[config.mk]
export PLATFORM = sky130hd
export DESIGN_NAME = lane_tx_scheduler_flat
export DESIGN_NICKNAME = d
export VERILOG_FILES = /design/src/rtl/lane_tx_scheduler_if.sv /design/src/rtl/lane_tx_scheduler.sv /design/src/flat_wrapper.sv
export SDC_FILE = /design/constraint.sdc
export NUM_CORES = 1
export LEC_CHECK = 0
export CAP_MARGIN = 10
export CORE_MARGIN = 3
export CORE_UTILIZATION = 39
export CTS_CLUSTER_DIAMETER = 50
export DETAILED_ROUTE_END_ITERATION = 7
export GPL_TIMING_DRIVEN = 0
export PLACE_DENSITY = 0.73
export SKIP_LAST_GASP = 1
export SLEW_MARGIN = 20
export SYNTH_ARGS = -nofsm -noshare
export SYNTH_HDL_FRONTEND = slang
export SYNTH_SLANG_ARGS = --single-unit
[constraint.sdc]
create_clock -name clk_f -period 2.5 [get_ports clk_f]
set_clock_uncertainty 0.2 [all_clocks]
set_input_delay 0.5 -clock clk_f [delete_from_list [all_inputs] [get_ports clk_f]]
set_output_delay 0.5 -clock clk_f [all_outputs]
set_load 0.005 [all_outputs]
[src/rtl/lane_tx_scheduler_if.sv]
// Handshake bundle between the two packet sources, the scheduler and the striping block.
interface lane_tx_scheduler_if;
  logic [31:0] data0;
  logic        valid0;
  logic        last0;
  logic        ready0;
  logic [31:0] data1;
  logic        valid1;
  logic        last1;
  logic        ready1;
  logic [31:0] data_out;
  logic        valid_out;
  logic        skp_active;
  logic        busy;

  modport master (
    output data0, valid0, last0, data1, valid1, last1,
    input  ready0, ready1, data_out, valid_out, skp_active, busy
  );

  modport slave (
    input  data0, valid0, last0, data1, valid1, last1,
    output ready0, ready1, data_out, valid_out, skp_active, busy
  );
endinterface

[src/rtl/lane_tx_scheduler.sv]
// Whole-packet round-robin scheduler for the two-lane striping datapath,
// with periodic SKP ordered-set insertion at packet boundaries.
//
// state  | meaning
// IDLE   | no grant, arbitrating every cycle
// GRANT0 | source 0 owns the datapath until its last beat is accepted
// GRANT1 | source 1 owns the datapath until its last beat is accepted
// SKP    | emitting SKP_LEN SKP words, all requests held off
module lane_tx_scheduler #(
  parameter int unsigned SKP_INTERVAL = 1180,
  parameter int unsigned SKP_LEN      = 4,
  parameter logic [31:0] SKP_WORD     = 32'h1C1C1C1C
) (
  input logic                clk_f,
  input logic                reset_L,
  lane_tx_scheduler_if.slave bus
);
  typedef enum logic [1:0] {IDLE, GRANT0, GRANT1, SKP} state_t;

  localparam logic [15:0] CNT_MAX = 16'(SKP_INTERVAL - 1);
  localparam logic [3:0]  LEN     = 4'(SKP_LEN);

  state_t      state;
  state_t      state_nxt;
  logic        last_grant;
  logic [15:0] skp_cnt;
  logic        skp_pending;
  logic [3:0]  skp_left;
  logic [31:0] data_nxt;
  logic        valid_nxt;
  logic        skp_nxt;

  function automatic state_t pick(input logic pend, input logic v0, input logic v1,
                                  input logic lg);
    if (pend)          return SKP;
    if (v0 && v1)      return lg ? GRANT0 : GRANT1;
    if (v0)            return GRANT0;
    if (v1)            return GRANT1;
    return IDLE;
  endfunction

  assign bus.ready0 = (state == GRANT0);
  assign bus.ready1 = (state == GRANT1);

  always_ff @(posedge clk_f or negedge reset_L) begin
    if (!reset_L) begin
      state       <= IDLE;
      last_grant  <= 1'b1;
      skp_cnt     <= '0;
      skp_pending <= 1'b0;
      skp_left    <= '0;
    end else begin
      state <= state_nxt;
      if (state_nxt == GRANT0)      last_grant <= 1'b0;
      else if (state_nxt == GRANT1) last_grant <= 1'b1;
      // SKP entry restarts the interval; otherwise the counter free-runs and saturates
      if (state_nxt == SKP && state != SKP) begin
        skp_cnt     <= '0;
        skp_pending <= 1'b0;
        skp_left    <= LEN;
      end else begin
        if (skp_cnt != CNT_MAX) skp_cnt <= skp_cnt + 16'd1;
        if (skp_cnt == CNT_MAX) skp_pending <= 1'b1;
        if (state == SKP)       skp_left <= skp_left - 4'd1;
      end
    end
  end

  always_comb begin
    state_nxt = state;
    case (state)
      IDLE:   state_nxt = pick(skp_pending, bus.valid0, bus.valid1, last_grant);
      GRANT0: if (bus.valid0 && bus.last0)
                state_nxt = pick(skp_pending, bus.valid0, bus.valid1, last_grant);
      GRANT1: if (bus.valid1 && bus.last1)
                state_nxt = pick(skp_pending, bus.valid0, bus.valid1, last_grant);
      SKP:    if (skp_left == 4'd1)
                state_nxt = pick(1'b0, bus.valid0, bus.valid1, last_grant);
      default: state_nxt = IDLE;
    endcase
  end

  always_comb begin
    data_nxt  = '0;
    valid_nxt = 1'b0;
    skp_nxt   = 1'b0;
    case (state)
      GRANT0: if (bus.valid0) begin
                data_nxt  = bus.data0;
                valid_nxt = 1'b1;
              end
      GRANT1: if (bus.valid1) begin
                data_nxt  = bus.data1;
                valid_nxt = 1'b1;
              end
      SKP: begin
        data_nxt  = SKP_WORD;
        valid_nxt = 1'b1;
        skp_nxt   = 1'b1;
      end
      default: ;
    endcase
  end

  always_ff @(posedge clk_f or negedge reset_L) begin
    if (!reset_L) begin
      bus.data_out   <= '0;
      bus.valid_out  <= 1'b0;
      bus.skp_active <= 1'b0;
      bus.busy       <= 1'b0;
    end else begin
      bus.data_out   <= data_nxt;
      bus.valid_out  <= valid_nxt;
      bus.skp_active <= skp_nxt;
      bus.busy       <= (state_nxt != IDLE);
    end
  end
endmodule

[src/flat_wrapper.sv]
// flat-port wrapper written by rule: the top's interface ports become plain ports
module lane_tx_scheduler_flat 
#(
  parameter int unsigned SKP_INTERVAL = 1180,
  parameter int unsigned SKP_LEN      = 4,
  parameter logic [31:0] SKP_WORD     = 32'h1C1C1C1C
)
  (clk_f, reset_L, bus_data0, bus_valid0, bus_last0, bus_data1, bus_valid1, bus_last1, bus_ready0, bus_ready1, bus_data_out, bus_valid_out, bus_skp_active, bus_busy);
  lane_tx_scheduler_if bus_i ();
  input logic clk_f;
  input logic reset_L;
  input wire logic [$bits(bus_i.data0)-1:0] bus_data0;
  input wire logic [$bits(bus_i.valid0)-1:0] bus_valid0;
  input wire logic [$bits(bus_i.last0)-1:0] bus_last0;
  input wire logic [$bits(bus_i.data1)-1:0] bus_data1;
  input wire logic [$bits(bus_i.valid1)-1:0] bus_valid1;
  input wire logic [$bits(bus_i.last1)-1:0] bus_last1;
  output wire logic [$bits(bus_i.ready0)-1:0] bus_ready0;
  output wire logic [$bits(bus_i.ready1)-1:0] bus_ready1;
  output wire logic [$bits(bus_i.data_out)-1:0] bus_data_out;
  output wire logic [$bits(bus_i.valid_out)-1:0] bus_valid_out;
  output wire logic [$bits(bus_i.skp_active)-1:0] bus_skp_active;
  output wire logic [$bits(bus_i.busy)-1:0] bus_busy;
  assign bus_i.data0 = bus_data0;
  assign bus_i.valid0 = bus_valid0;
  assign bus_i.last0 = bus_last0;
  assign bus_i.data1 = bus_data1;
  assign bus_i.valid1 = bus_valid1;
  assign bus_i.last1 = bus_last1;
  assign bus_ready0 = bus_i.ready0;
  assign bus_ready1 = bus_i.ready1;
  assign bus_data_out = bus_i.data_out;
  assign bus_valid_out = bus_i.valid_out;
  assign bus_skp_active = bus_i.skp_active;
  assign bus_busy = bus_i.busy;
  lane_tx_scheduler #(.SKP_INTERVAL(SKP_INTERVAL), .SKP_LEN(SKP_LEN), .SKP_WORD(SKP_WORD)) u_core (.clk_f(clk_f), .reset_L(reset_L), .bus(bus_i));
endmodule
==> flow_metrics.py, run 1 <==
metrics = {
    "grt": {
        "grt_overflow": 0,
        "first_global_vias": 2312,
        "grt_first_pass_wirelength_um": 10900,
        "antenna_found_initial": 0,
        "globalRouteTotalUtil": 0.183,
        "grt_start_max_net_pins": 33,
    },
    "min_path": {
        "holdCritStartpoint": "u_core.last_grant$_DFFE_PN1P_",
        "whs_endpoint": "u_core.last_grant$_DFFE_PN1P_",
        "hold-path-cell-count": 2,
        "hold_class": "reg -> reg",
    },
    "layout": {
        "final_core_util": 0.641,
        "number_of_nets_in_the_layout": 420,
        "antenna-diode-count": 0,
        "layout.area.seq_um2": 1480,
        "layout-area-overhead-vs-synth_pct": 56.3,
        "post_route_cells_drive_above_1_share": 0.140,
        "num-fill-cells": 551,
        "multi_input_comb_area_um2": 1110,
    },
    "worst_setup_path": {
        "cp_class": "reg -> reg",
        "rrSetupSlack_ns": 0.11,
        "timing.reg2reg.worst_path_depth": 9,
        "end_kind": "flop",
        "worst_r2r_startpoint": "u_core.skp_left[0]$_DFFE_PN0P_",
        "reg2reg_to": "u_core.skp_cnt[14]$_DFFE_PN0P_",
        "critPathRequiredTime_ns": 2.52,
        "cp.arrival_ns": 2.41,
        "timing.critical_path.from_type": "flop",
        "critical_path.slowest_cell": "sky130_fd_sc_hd__dfrtp_1",
        "critical_path_cell_by_cell": "ha_1 > nor3b_4 > and3_1 > o32ai_2 > ha_2 > and2_1 > buf_4 > nor2b_1 > mux2_1",
        "cpPeakStageDelay_ns": 0.43,
        "worstPathMaxFanout": 9,
    },
    "synthesis": {
        "syn-cell-area_um2": 2650,
        "postSynthCellCount": 223,
        "yosys.area.top_type_share": 0.548,
        "synth_enable_flop_cells": 0,
        "postSynthRegisterBits": 59,
        "yosys.cell_types.count": 48,
        "synth_area_leaders": "sky130_fd_sc_hd__dfrtp_1 55%, sky130_fd_sc_hd__a22o_1 6.6%, sky130_fd_sc_hd__a221o_1 4.5%",
        "synth.yosys.warnings": 0,
        "async_flop_share": 1.00,
        "syn_nets": 299,
        "synth_largest_area_cell": "sky130_fd_sc_hd__dfrtp_1",
        "syn-mean-instance-area_um2": 11.9,
        "synth_commonest_cells": "58 x sky130_fd_sc_hd__dfrtp_1, 20 x sky130_fd_sc_hd__a22o_1, 13 x sky130_fd_sc_hd__nor2_1",
        "synth.most_common_cell": "sky130_fd_sc_hd__dfrtp_1",
        "synth_top_flop_cell": "sky130_fd_sc_hd__dfrtp_1",
        "synth_sequential_area_ratio": 0.558,
    },
    "clocking": {
        "clock_path_buffers": 2,
        "h-tree-depth": 3,
        "clock_latency_ns": 0.33,
        "clkTransAtPathRegs_ns": 0.07,
        "cts_root_buf": "sky130_fd_sc_hd__clkbuf_8",
        "clock_tree_from_tritoncts": "done",
        "clk_sink_count": 59,
        "numCtsBuffers": 9,
    },
    "routing": {
        "drc": 0,
        "vias_per_cell": 5.27,
        "final_wirelength_um": 6880,
        "num_vias": 2243,
        "detailedRoute.firstPassIterationCount": 5,
        "ant_nets": 0,
        "drt_iter0_drc": 94,
        "wl_per_cell_um": 16.1,
    },
    "die": {
        "core_area_um2": 6460,
        "pin_count": 107,
        "dieArea_um2": 7810,
        "floorplan.die.height_um": 88.4,
        "die_w_um": 88.4,
        "placementRows": 29,
        "start_util": 0.410,
    },
    "sta": {
        "maxClockFrequency_ghz": 0.418,
        "tightestPinTransition_ns": 0.426,
        "maxSlewHeadroom": 0.716,
        "whs_ns": 0.298,
        "post-route-min-period_ns": 2.39,
        "maxSlewViolCount": 0,
        "finalHoldViolCount": 0,
        "setup-violations-final": 0,
        "period_share": 0.957,
    },
    "pwr": {
        "power_density_nw_per_um2": 973,
        "leakage_power_figure_nw": 1.82,
        "vdd.ir_drop.worst_v": 0.000453,
    },
    "placement": {
        "place.port_buffers": 106,
        "globalplace.congestion": 0.850,
        "hpwl_um": 5060,
    },
    "status": {
        "status": "completed",
    },
    "flow_run": {
        "maxCapViolations": 0,
    },
}
==> metrics by stage <==
step           cells  worst slack, ns  power [W]  setup TNS (ns)  instance area, um^2
4_1_cts          424         -0.00384    0.00400        -0.00384                 4100
3_3_place_gp     406            -1.18    0.00285          -76.04                 3800
2_1_floorplan    223            0.169    0.00212               0                 2650
6_report         426            0.108    0.00403               0                 4140
5_1_grt          426          -0.0312    0.00427         -0.0675                 4140
3_5_place_dp     407           -0.668    0.00290           -8.54                 3820
==> final cells by class <==
class,count,share of cell area
Buffer,12,0.0169
Clock buffer,11,0.0342
Clock inverter,5,0.0242
Inverter,8,0.00726
Multi-Input combinational cell,144,0.269
Sequential cell,59,0.357
Tap cell,77,0.0233
Timing Repair Buffer,110,0.268
==> timing repair <==
item	4_1_cts	5_1_grt
hold buffers	1	0
endpoints found under the setup margin	11	16
pin swaps	0	3
endpoints found under the hold margin	31	0
gates resized for setup	6	9
buffers inserted	0	2
==> report_power, final <==
| part | internal, W | switching (W) |
|---|---|---|
| clock network | 0.000686 | 0.000375 |
| registers | 0.00124 | 0.000181 |
| logic | 0.000891 | 0.000654 |
| total | 0.00282 | 0.00121 |
==> sequential cells by signal, indices dropped and copies added (netlist names) <==
register and flops:
u_core.skp_left 4, u_core.bus.busy 1, u_core.last_grant 1, u_core.bus.valid_out 1, u_core.bus.skp_active 1, u_core.skp_pending 1
u_core.skp_cnt 16, u_core.state 2, u_core.bus.data_out 32
==> worst max-delay path: cells and delay by family, from the launching register on <==
family	cells	cell delay, ns
buffers and inverters	1	0.16
AOI/OAI and AO/OA	1	0.25
muxes	1	0.28
DFF	1	0.43
adders and majority gates	2	0.44
and+or+nand+nor	4	0.52
==> metal layers <==
metal / GRT usage / vias to the layer above / wire, um
met1: 0.225 / 1087 / 2790
met3: 0.0559 / 12 / 507
li1: - / 1064 / -
met5: 0 / - / 0
met4: 0.0920 / 0 / 148
met2: 0.292 / 80 / 3430
==> kinds of logic (layout without fill, tap and decap cells) <==
family,Yosys count,count (layout),synth area share
buf+inv,20,146,0.0364
flops,59,59,0.558
compound gates,60,60,0.174
xor+xnor,8,8,0.0265
fa+ha+maj,6,6,0.0284
mux,3,3,0.0118
simple gates,67,67,0.165
==> worst max path at each step <==
stage                                               from                                end  slack, ns
after global placement                           reset_L  u_core.bus.data_out[31]$_DFF_PN0_      -1.18
after detailed placement                      bus_valid1     u_core.skp_cnt[11]$_DFFE_PN0P_      -0.67
after global routing      u_core.skp_left[1]$_DFFE_PN0P_      u_core.skp_cnt[1]$_DFFE_PN0P_      -0.03
after CTS                                     bus_valid1     u_core.skp_cnt[11]$_DFFE_PN0P_     -0.004
after floorplan           u_core.skp_left[0]$_DFFE_PN0P_      u_core.skp_cnt[0]$_DFFE_PN0P_       0.17
final                     u_core.skp_left[0]$_DFFE_PN0P_     u_core.skp_cnt[14]$_DFFE_PN0P_       0.11
==> cells in the final DEF, fill, tap and decap left out, types with 2 or more instances in the layout <==
| cell type | Yosys | final |
|---|---|---|
| sky130_fd_sc_hd__clkdlybuf4s50_1 | 0 | 103 |
| sky130_fd_sc_hd__inv_1 | 7 | 7 |
| sky130_fd_sc_hd__xor2_1 | 2 | 2 |
| sky130_fd_sc_hd__or3_1 | 6 | 6 |
| sky130_fd_sc_hd__clkbuf_1 | 2 | 2 |
| sky130_fd_sc_hd__clkinv_2 | 0 | 2 |
| sky130_fd_sc_hd__a22o_1 | 20 | 20 |
| sky130_fd_sc_hd__clkbuf_8 | 0 | 10 |
| sky130_fd_sc_hd__nor2_1 | 13 | 13 |
| sky130_fd_sc_hd__o21ai_0 | 10 | 9 |
| sky130_fd_sc_hd__dlymetal6s2s_1 | 0 | 2 |
| sky130_fd_sc_hd__xnor2_1 | 6 | 6 |
| sky130_fd_sc_hd__nand2_1 | 11 | 10 |
| sky130_fd_sc_hd__mux2i_1 | 2 | 2 |
| sky130_fd_sc_hd__a221o_1 | 12 | 12 |
| sky130_fd_sc_hd__buf_2 | 8 | 8 |
| sky130_fd_sc_hd__buf_4 | 1 | 4 |
| sky130_fd_sc_hd__ha_1 | 6 | 5 |
| sky130_fd_sc_hd__and2_1 | 4 | 4 |
| sky130_fd_sc_hd__dfrtp_1 | 58 | 58 |
| sky130_fd_sc_hd__bufinv_16 | 0 | 3 |
| sky130_fd_sc_hd__nand3b_1 | 3 | 3 |
| sky130_fd_sc_hd__a21oi_1 | 10 | 9 |
| sky130_fd_sc_hd__nor4_2 | 3 | 3 |
| sky130_fd_sc_hd__nand3_1 | 6 | 6 |
| sky130_fd_sc_hd__nor2b_1 | 4 | 4 |
| sky130_fd_sc_hd__nand2_2 | 1 | 2 |
Power figures use the tool's default switching activity.
==> inputs of run 2 (changes only) <==
--- a/config.mk
+++ b/config.mk
@@ -12,6 +12,7 @@
 export DETAILED_ROUTE_END_ITERATION = 7
 export GPL_TIMING_DRIVEN = 0
 export PLACE_DENSITY = 0.73
+export REMOVE_ABC_BUFFERS = 1
 export SKIP_LAST_GASP = 1
 export SLEW_MARGIN = 20
 export SYNTH_ARGS = -nofsm -noshare
==> constraint.sdc (replaced) <==
create_clock -name clk_f -period 2.5 [get_ports clk_f]
set_clock_uncertainty 0.2 [all_clocks]
set_input_delay 0.5 -clock clk_f [delete_from_list [all_inputs] [get_ports clk_f]]
set_output_delay 0.5 -clock clk_f [all_outputs]
set_load 0.01 [all_outputs]
==> flow_metrics.py, run 2 (synthesis gave the netlist of run 1 again) <==
metrics = {
    "layout": {
        "post_route_cells_drive_above_1_share": 0.132,
        "num-fill-cells": 512,
        "layout_commonest_cell": "sky130_fd_sc_hd__clkdlybuf4s50_1",
        "layout.cells.most_common_list": "103 x sky130_fd_sc_hd__clkdlybuf4s50_1, 57 x sky130_fd_sc_hd__dfrtp_1, 20 x sky130_fd_sc_hd__a22o_1",
        "number_of_nets_in_the_layout": 413,
        "largest_register_ffs": 32,
        "layout-area-overhead-vs-synth_pct": 55.2,
        "largest-register": "u_core.bus.data_out",
        "largest_registers": "u_core.bus.data_out: 32 flops, u_core.skp_cnt: 16 flops, u_core.skp_left: 4 flops",
        "final_core_util": 0.636,
        "antenna-diode-count": 0,
        "layoutNonFillerInstCount": 419,
    },
    "sta": {
        "tightestPinTransition_ns": 0.732,
        "grt_setup_unrepaired": "false",
        "post-route-min-period_ns": 2.35,
        "maxSlewViolCount": 0,
        "period_share": 0.939,
        "maxSlewHeadroom": 0.512,
        "maxClockFrequency_ghz": 0.426,
        "fin_tns_setup_ns": 0,
        "setup-violations-final": 0,
        "finalHoldViolCount": 0,
        "fin_ws_ns": 0.152,
    },
    "grt": {
        "grt_start_max_net_pins": 59,
        "first_global_vias": 2073,
        "grt_overflow": 0,
        "globalRouteTotalUtil": 0.172,
        "grt_first_pass_wirelength_um": 10300,
        "antenna_found_initial": 0,
    },
    "placement": {
        "place.port_buffers": 106,
        "globalplace.congestion": 0.806,
        "hpwl_um": 4730,
        "post-place-cells": 395,
        "preCtsSetupSlack_ns": -0.815,
    },
    "die": {
        "dieArea_um2": 7810,
        "core_area_um2": 6460,
        "placementRows": 29,
        "floorplan.die.height_um": 88.4,
        "start_util": 0.410,
        "die_w_um": 88.4,
        "pin_count": 107,
    },
    "clocking": {
        "clk_sink_count": 59,
        "clock_path_buffers": 2,
        "cts_root_buf": "sky130_fd_sc_hd__clkbuf_8",
        "clock_tree_from_tritoncts": "done",
        "clock_latency_ns": 0.33,
        "clkTransAtPathRegs_ns": 0.07,
        "h-tree-depth": 3,
        "numCtsBuffers": 9,
    },
    "worst_setup_path": {
        "critical_path_cell_by_cell": "ha_1 > nor3b_4 > and3_1 > o32ai_2 > ha_2 > and2_4 > nor2b_1 > mux2_1",
        "rrSetupSlack_ns": 0.15,
        "timing.critical_path.from_type": "flop",
        "critPathRequiredTime_ns": 2.51,
        "end_kind": "flop",
        "critical_path.slowest_cell": "sky130_fd_sc_hd__dfrtp_2",
        "cp_class": "reg -> reg",
        "cpPeakStageDelay_ns": 0.43,
        "worstPathMaxFanout": 8,
        "cp.arrival_ns": 2.36,
    },
    "flow_run": {
        "maxCapViolations": 0,
    },
    "pwr": {
        "leakage_power_figure_nw": 1.78,
        "vdd.ir_drop.worst_v": 0.000726,
        "power_density_nw_per_um2": 1000,
    },
    "routing": {
        "ant_nets": 0,
        "final_wirelength_um": 6910,
        "drt_iter0_drc": 94,
        "vias_per_cell": 5.33,
        "wl_per_cell_um": 16.5,
        "detailedRoute.firstPassIterationCount": 4,
        "num_vias": 2232,
        "drc": 0,
    },
    "min_path": {
        "hold_class": "in -> async",
    },
    "status": {
        "status": "completed",
    },
}
run 2: per-layer routing:
layer	global-route usage	vias up	part of all wire
li1	-	1053	-
met1	0.224	1097	0.43
met2	0.279	74	0.50
met3	0.0354	8	0.060
met4	0.0769	0	0.013
met5	0	-	0
run 2: layout make-up:
type | instances | area [um^2] | area share
inverter | 8 | 32.5 | 0.00791
tap | 77 | 96.3 | 0.0234
timing repair buffer | 114 | 1150 | 0.279
multi-input combinational | 145 | 1120 | 0.272
sequential | 59 | 1480 | 0.360
clock inverter | 7 | 116 | 0.0283
clock buffer | 9 | 124 | 0.0301
run 2: path summary, 6_finish.rpt:
check	from	endpoint	cells after the start
setup / recovery	u_core.skp_left[0]$_DFFE_PN0P_	u_core.skp_cnt[14]$_DFFE_PN0P_	8
hold / removal	reset_L	u_core.bus.busy$_DFF_PN0_	2
setup reg to reg	u_core.skp_left[0]$_DFFE_PN0P_	u_core.skp_cnt[14]$_DFFE_PN0P_	8
hold reg to reg	u_core.last_grant$_DFFE_PN1P_	u_core.last_grant$_DFFE_PN1P_	2
max in group asynchronous	reset_L	u_core.last_grant$_DFFE_PN1P_	3
min in group clk_f	u_core.last_grant$_DFFE_PN1P_	u_core.last_grant$_DFFE_PN1P_	2
run 2: stage by stage:
| stage | cell area [um^2] | hold WS (ns) | power (W) |
|---|---|---|---|
| after floorplan | 2580 | 0.00441 | 0.00216 |
| after global placement | 3740 | 0.276 | 0.00289 |
| after detailed placement | 3770 | 0.0991 | 0.00294 |
| after CTS | 4040 | 0.280 | 0.00404 |
| after global routing | 4110 | 0.314 | 0.00436 |
| final | 4110 | 0.297 | 0.00411 |
run 2: power by group:
part | switching [W] | internal, W
Clock | 0.000377 | 0.000660
Sequential | 0.000169 | 0.00124
Combinational | 0.000762 | 0.000903
run 2: worst max-delay path, delay by kind of cell (launching register included):
| kind | cells | cell delay (ns) |
|---|---|---|
| AO/OA/AOI/OAI | 1 | 0.23 |
| adder cells (fa/ha/maj) | 2 | 0.47 |
| flip-flops | 1 | 0.43 |
| multiplexers | 1 | 0.28 |
| AND/OR/NAND/NOR | 4 | 0.60 |
run 2: repair_timing:
action	4_1_cts	5_1_grt
pin swaps	0	3
gates resized for setup	5	9
setup buffers	0	6
hold buffers	1	0
endpoints found under the hold margin	58	0
endpoints found under the setup margin	18	20
gates cloned	1	0
